===== src/rtl/ps2_button_decoder_if.sv =====
// PS/2 line pair plus the decoded button/code outputs of ps2_button_decoder.
// master: keyboard/host side; slave: the decoder.
interface ps2_button_decoder_if;
    logic       ps2_clk;
    logic       ps2_data;
    logic [7:0] btn;
    logic [7:0] code;
    logic       code_valid;
    logic       frame_err;

    modport master (
        output ps2_clk,
        output ps2_data,
        input  btn,
        input  code,
        input  code_valid,
        input  frame_err
    );

    modport slave (
        input  ps2_clk,
        input  ps2_data,
        output btn,
        output code,
        output code_valid,
        output frame_err
    );
endinterface


===== src/rtl/ps2_button_decoder.sv =====
// PS/2 keyboard receiver mapping make/break codes onto a held button vector.
// Optional macro PS2_PARITY_CHECK_EN rejects frames with bad odd parity.
module ps2_button_decoder #(
    parameter int FILTER_LEN     = 8,
    parameter int TIMEOUT_CYCLES = 50000
) (
    input  logic                 clk,
    input  logic                 Reset,
    ps2_button_decoder_if.slave  bus
);
    localparam int FW = $clog2(FILTER_LEN + 1);
    localparam int TW = $clog2(TIMEOUT_CYCLES + 1);
    localparam logic [FW-1:0] FILT_LAST = FW'(FILTER_LEN - 1);
    localparam logic [TW-1:0] TO_LAST   = TW'(TIMEOUT_CYCLES - 1);

    typedef enum logic [1:0] {
        ST_IDLE = 2'd0,
        ST_RECV = 2'd1,
        ST_STOP = 2'd2
    } state_t;

    function automatic logic odd_parity(input logic [8:0] v);
        return ^v;
    endfunction

    // Bit 7 Pause .. bit 0 P2_Press; arrow keys only match with the E0 prefix.
    function automatic logic [7:0] key_mask(input logic [7:0] code_v, input logic ext_v);
        logic [7:0] m;
        m = 8'h00;
        if (ext_v) begin
            case (code_v)
                8'h6B:   m = 8'h08;
                8'h74:   m = 8'h04;
                8'h75:   m = 8'h01;
                default: m = 8'h00;
            endcase
        end else begin
            case (code_v)
                8'h4D:   m = 8'h80;
                8'h2D:   m = 8'h40;
                8'h1C:   m = 8'h20;
                8'h23:   m = 8'h10;
                8'h1D:   m = 8'h02;
                default: m = 8'h00;
            endcase
        end
        return m;
    endfunction

    logic [1:0]    clk_sync_r;
    logic [1:0]    data_sync_r;
    logic          filt_r;
    logic [FW-1:0] filt_cnt_r;
    logic          fall_s;
    logic          data_s;
    logic          frame_ok_s;
    logic [7:0]    mask_s;

    state_t        state_r;
    logic [3:0]    bit_cnt_r;
    logic [8:0]    shift_r;
    logic [TW-1:0] to_cnt_r;
    logic          ext_r;
    logic          brk_r;
    logic [7:0]    btn_r;
    logic [7:0]    code_r;
    logic          code_valid_r;
    logic          frame_err_r;

    // Two-flop synchronizers for the asynchronous PS/2 lines.
    always_ff @(posedge clk) begin
        if (Reset) begin
            clk_sync_r  <= 2'b11;
            data_sync_r <= 2'b11;
        end else begin
            clk_sync_r  <= {clk_sync_r[0], bus.ps2_clk};
            data_sync_r <= {data_sync_r[0], bus.ps2_data};
        end
    end

    // Glitch filter: level follows the synced clock only after FILTER_LEN agreeing samples.
    always_ff @(posedge clk) begin
        if (Reset) begin
            filt_r     <= 1'b1;
            filt_cnt_r <= FW'(0);
        end else if (clk_sync_r[1] == filt_r) begin
            filt_cnt_r <= FW'(0);
        end else if (filt_cnt_r == FILT_LAST) begin
            filt_r     <= clk_sync_r[1];
            filt_cnt_r <= FW'(0);
        end else begin
            filt_cnt_r <= filt_cnt_r + FW'(1);
        end
    end

    // Falling-edge strobe fires in the cycle the filtered level drops; data is sampled then.
    always_comb begin
        fall_s = filt_r & ~clk_sync_r[1] & (filt_cnt_r == FILT_LAST);
        data_s = data_sync_r[1];
        mask_s = key_mask(shift_r[7:0], ext_r);
`ifdef PS2_PARITY_CHECK_EN
        frame_ok_s = data_s & odd_parity(shift_r);
`else
        frame_ok_s = data_s;
`endif
    end

    // Deframing FSM, timeout, prefix tracking and button state.
    always_ff @(posedge clk) begin
        if (Reset) begin
            state_r      <= ST_IDLE;
            bit_cnt_r    <= 4'd0;
            shift_r      <= 9'd0;
            to_cnt_r     <= TW'(0);
            ext_r        <= 1'b0;
            brk_r        <= 1'b0;
            btn_r        <= 8'h00;
            code_r       <= 8'h00;
            code_valid_r <= 1'b0;
            frame_err_r  <= 1'b0;
        end else begin
            code_valid_r <= 1'b0;
            frame_err_r  <= 1'b0;
            if (fall_s || (state_r == ST_IDLE)) begin
                to_cnt_r <= TW'(0);
            end else begin
                to_cnt_r <= to_cnt_r + TW'(1);
            end
            case (state_r)
                ST_IDLE: begin
                    if (fall_s && !data_s) begin
                        state_r   <= ST_RECV;
                        bit_cnt_r <= 4'd0;
                    end
                end
                ST_RECV: begin
                    if (fall_s) begin
                        // Nine bits shift in LSB first, leaving parity in bit 8.
                        shift_r   <= {data_s, shift_r[8:1]};
                        bit_cnt_r <= bit_cnt_r + 4'd1;
                        if (bit_cnt_r == 4'd8) begin
                            state_r <= ST_STOP;
                        end
                    end else if (to_cnt_r == TO_LAST) begin
                        state_r     <= ST_IDLE;
                        frame_err_r <= 1'b1;
                    end
                end
                ST_STOP: begin
                    if (fall_s) begin
                        state_r <= ST_IDLE;
                        if (frame_ok_s) begin
                            code_r       <= shift_r[7:0];
                            code_valid_r <= 1'b1;
                            if (shift_r[7:0] == 8'hE0) begin
                                ext_r <= 1'b1;
                            end else if (shift_r[7:0] == 8'hF0) begin
                                brk_r <= 1'b1;
                            end else begin
                                btn_r <= brk_r ? (btn_r & ~mask_s) : (btn_r | mask_s);
                                ext_r <= 1'b0;
                                brk_r <= 1'b0;
                            end
                        end else begin
                            frame_err_r <= 1'b1;
                        end
                    end else if (to_cnt_r == TO_LAST) begin
                        state_r     <= ST_IDLE;
                        frame_err_r <= 1'b1;
                    end
                end
                default: begin
                    state_r <= ST_IDLE;
                end
            endcase
        end
    end

    assign bus.btn        = btn_r;
    assign bus.code       = code_r;
    assign bus.code_valid = code_valid_r;
    assign bus.frame_err  = frame_err_r;
endmodule

===== src/flat_wrapper.sv =====
// flat-port wrapper written by rule: the top's interface ports become plain ports
module ps2_button_decoder_flat 
#(
    parameter int FILTER_LEN     = 8,
    parameter int TIMEOUT_CYCLES = 50000
)
  (clk, Reset, bus_ps2_clk, bus_ps2_data, bus_btn, bus_code, bus_code_valid, bus_frame_err);
  ps2_button_decoder_if bus_i ();
  input  logic clk;
  input  logic Reset;
  input wire logic [$bits(bus_i.ps2_clk)-1:0] bus_ps2_clk;
  input wire logic [$bits(bus_i.ps2_data)-1:0] bus_ps2_data;
  output wire logic [$bits(bus_i.btn)-1:0] bus_btn;
  output wire logic [$bits(bus_i.code)-1:0] bus_code;
  output wire logic [$bits(bus_i.code_valid)-1:0] bus_code_valid;
  output wire logic [$bits(bus_i.frame_err)-1:0] bus_frame_err;
  assign bus_i.ps2_clk = bus_ps2_clk;
  assign bus_i.ps2_data = bus_ps2_data;
  assign bus_btn = bus_i.btn;
  assign bus_code = bus_i.code;
  assign bus_code_valid = bus_i.code_valid;
  assign bus_frame_err = bus_i.frame_err;
  ps2_button_decoder #(.FILTER_LEN(FILTER_LEN), .TIMEOUT_CYCLES(TIMEOUT_CYCLES)) u_core (.clk(clk), .Reset(Reset), .bus(bus_i));
endmodule

===== config.mk =====
export PLATFORM = sky130hd
export DESIGN_NAME = ps2_button_decoder_flat
export DESIGN_NICKNAME = d
export VERILOG_FILES = /design/src/rtl/ps2_button_decoder_if.sv /design/src/rtl/ps2_button_decoder.sv /design/src/flat_wrapper.sv
export SDC_FILE = /design/constraint.sdc
export NUM_CORES = 1
export LEC_CHECK = 0
export BUFFER_PORTS_ARGS = -buffer_cell sky130_fd_sc_hd__buf_2
export CAP_MARGIN = 20
export CORE_MARGIN = 2
export CORE_UTILIZATION = 37
export CTS_CLUSTER_SIZE = 16
export DETAILED_ROUTE_END_ITERATION = 8
export SYNTH_ARGS = -nofsm -noshare
export SYNTH_HDL_FRONTEND = slang
export SYNTH_SLANG_ARGS = --single-unit

===== constraint.sdc =====
create_clock -name clk -period 1.9 [get_ports clk]
set_input_delay 0.19 -clock clk [delete_from_list [all_inputs] [get_ports clk]]
set_output_delay 0.19 -clock clk [all_outputs]
set_load 0.01 [all_outputs]

==> flow_summary.yaml <==
timing:
  finClkSkew_ps: 7.77
  drv_slew: 0
  period_minus_slack_ps: 1810
  period_share_pct: 95.5
  slew_headroom_pct: 63.4
  rsz0062_at_grt: "false"
  worst_slack_ps: 85.7
  fmax_mhz: 551
  tns_ps: 0
  setup_violations: 0
  hold_viol: 0
  tightestPinTransition_ps: 549
logic_synthesis:
  synth-simple-area-share_pct: 29.8
  synth.yosys.warnings: 0
  synth_xor_xnor_area_share_pct: 5.36
  netlist_top_cells_area: "dfxtp_1 (46%), nor2_1 (6.0%), nand2_1 (4.9%), a21oi_1 (4.6%), ha_1 (4.3%)"
  syn_inst: 306
  synth_area_per_cell_um2: 8.54
  ys_async_sr_fraction_pct: 0
  netlist.area_leader.share_pct: 46.0
  synth_compound_area_share_pct: 8.24
  synthTopCellsByCount: "dfxtp_1 (60), nor2_1 (42), nand2_1 (34)"
  yosysMostFrequentCell: "dfxtp_1"
  syn-cell-area_mm2: 0.00261
  synth_seq_cells: 60
  synth_ff_type: "dfxtp_1"
  synth_top_family_by_area: "simple AND/OR/NAND/NOR gates"
  synth_edf_count: 0
  yosysSeqAreaShare_pct: 46.0
  synth_adder_area_share_pct: 4.31
  synth_top_area_cell: "dfxtp_1"
  synth.distinct_cells: 39
  synthesis.nets: 319
  muxShareOfSynthArea_pct: 2.68
setup_path:
  end_kind: "register"
  path_max_fanout: 4
  r2r_slack_ps: 90
  ff2ff_path_depth: 6
  critPathRequiredTime_ps: 2120
  critPathKind: "register to register"
  start_kind: "register"
  arrival_ps: 2030
  regToRegStartpoint: "u_core.filt_cnt_r[0]$_SDFF_PP0_"
  crit_start: "u_core.filt_cnt_r[0]$_SDFF_PP0_"
power_and_ir_drop:
  power.total_mw: 2.52
  vdd_drop_max_v: 0.000435
  clock_power_share_pct: 45.9
  power_switching_uw: 557
  power_leakage_nw: 1.19
  p_int_mw: 1.97
  pwr-share-seq_pct: 50.4
  p_comb_share_pct: 3.7
  p_per_area_mw_per_mm2: 809
  switching_share_pct: 22.0
floorplanning:
  die-area_mm2: 0.00775
  die_h_um: 88.0
  fp.dieW_um: 88.0
  io_pins: 22
  core_mm2: 0.00683
  start_util_pct: 38.2
  num_rows: 30
grt:
  grt_pass1_vias: 2024
  grt-ovfl-total: 0
  grt_use_total_pct: 15.3
  grt_pass1_wl_um: 9090
  antenna_found_initial: 0
  grt_max_degree: 41
detailed_routing:
  first_iter_violations: 75
  viasPerCell: 4.83
  ant_nets: 0
  dr_total_vias: 2136
  dr.pass1.iters: 4
  drt-total-wl_um: 5300
  drc: 0
  wl_per_cell_um: 12.0
cells_and_area:
  n_fill_cell: 681
  postLayoutCoreUtil_pct: 45.7
  final_cells: 442
  drive_above_1_share_pct: 18.8
  nets: 355
  diodes: 0
  syn_to_final_growth_pct: 19.4
placed_design:
  place_congestion: 0.773
  place_ws_ps: 98.4
  hpwl_um: 3680
  port_buffers: 21
  dp.cells: 427
clocking:
  tritoncts: "built"
  numCtsBuffers: 9
  path_clk_slew_ps: 70
  clock-sinks: 60
  root_buffer: "clkbuf_8"
  clockBufferDepth: 2
  clock_latency_ps: 340
  cts-htree-levels: 3
status:
  status: "finished, final reports clean"
run:
  drv_cap: 0
hold_path:
  hold_path_class: "input port to register"
## routing by layer
metal	vias to the layer above	wire length (um)	GRT usage, %
met1	972	2690	19.7
met3	14	132	4.15
li1	1127	-	-
met4	0	166	9.50
met2	23	2310	22.9
met5	-	0	0
## worst max-delay path, stage by stage (launching register included)
cell and delay [ps]:
dfxtp_1 360, ha_2 220, nand3b_4 80, or2_4 270, or4_4 540, mux2i_1 160
nor2_1 50
## metrics by stage
stage          hold slack, ps  area (um2)
6_report                 32.5        3120
5_1_grt                  18.1        3120
4_1_cts                  15.5        3120
3_5_place_dp              377        2920
3_3_place_gp              375        2920
2_1_floorplan             294        2610
## area by class of cell
cell class / instances / area, um2 / share of cell area [%]
clock buffer: 11 / 151 / 4.85
clock inverter: 4 / 48.8 / 1.56
inverter: 12 / 45.0 / 1.44
multi-input combinational: 221 / 1320 / 42.3
sequential: 60 / 1200 / 38.5
tap: 96 / 120 / 3.85
timing repair buffer: 38 / 233 / 7.46
## timing repair
action,4_1_cts,5_1_grt
setup endpoints to repair,0,5
hold buffers,0,0
setup buffers,0,0
resized for setup,0,2
## cells by family after synthesis
logic type	after synthesis
AOI/OAI and AO/OA	39
DFF	60
xor gates and xnor gates	16
adders and majority gates	9
buffers and inverters	25
muxes	7
and+or+nand+nor	150
## power groups by stage
stage	combinational (mW)	clock, mW	sequential [mW]
floorplan	0.0643	0	1.30
global placement	0.0946	0	1.30
detailed placement	0.0944	0	1.30
CTS	0.0950	1.20	1.27
global route	0.108	1.24	1.27
finish	0.0944	1.16	1.27
## how the worst min path moves through the flow
| stage | startpoint | to | slack [ps] | depth (start not counted) |
|---|---|---|---|---|
| floorplan | bus_ps2_clk | u_core.clk_sync_r[0]$_SDFF_PP1_ | 290 | 1 |
| CTS | bus_ps2_clk | u_core.clk_sync_r[0]$_SDFF_PP1_ | 20 | 2 |
| global route | bus_ps2_clk | u_core.clk_sync_r[0]$_SDFF_PP1_ | 20 | 2 |
| finish | bus_ps2_clk | u_core.clk_sync_r[0]$_SDFF_PP1_ | 30 | 2 |
| global placement | bus_ps2_clk | u_core.clk_sync_r[0]$_SDFF_PP1_ | 380 | 2 |
| detailed placement | bus_ps2_clk | u_core.clk_sync_r[0]$_SDFF_PP1_ | 380 | 2 |
## placed cells by master (no fill, tap or decap), types with 2 or more instances in the layout
master / count
a21oi_1: 24
a31oi_1: 3
and3_1: 4
and4b_1: 2
buf_2: 21
buf_4: 17
clkbuf_8: 11
clkinv_2: 2
dfxtp_1: 60
ha_1: 8
inv_1: 12
mux2i_1: 7
nand2_1: 34
nand2b_1: 3
nand3_1: 21
nand4_1: 6
nand4b_1: 4
nor2_1: 42
nor3_1: 7
nor4_1: 3
nor4b_1: 2
nor4bb_1: 4
o21ai_0: 5
o21ai_1: 2
or2_2: 5
or3_1: 4
xnor2_1: 10
xor2_1: 6
No activity file was read; power rests on OpenSTA's default activity.
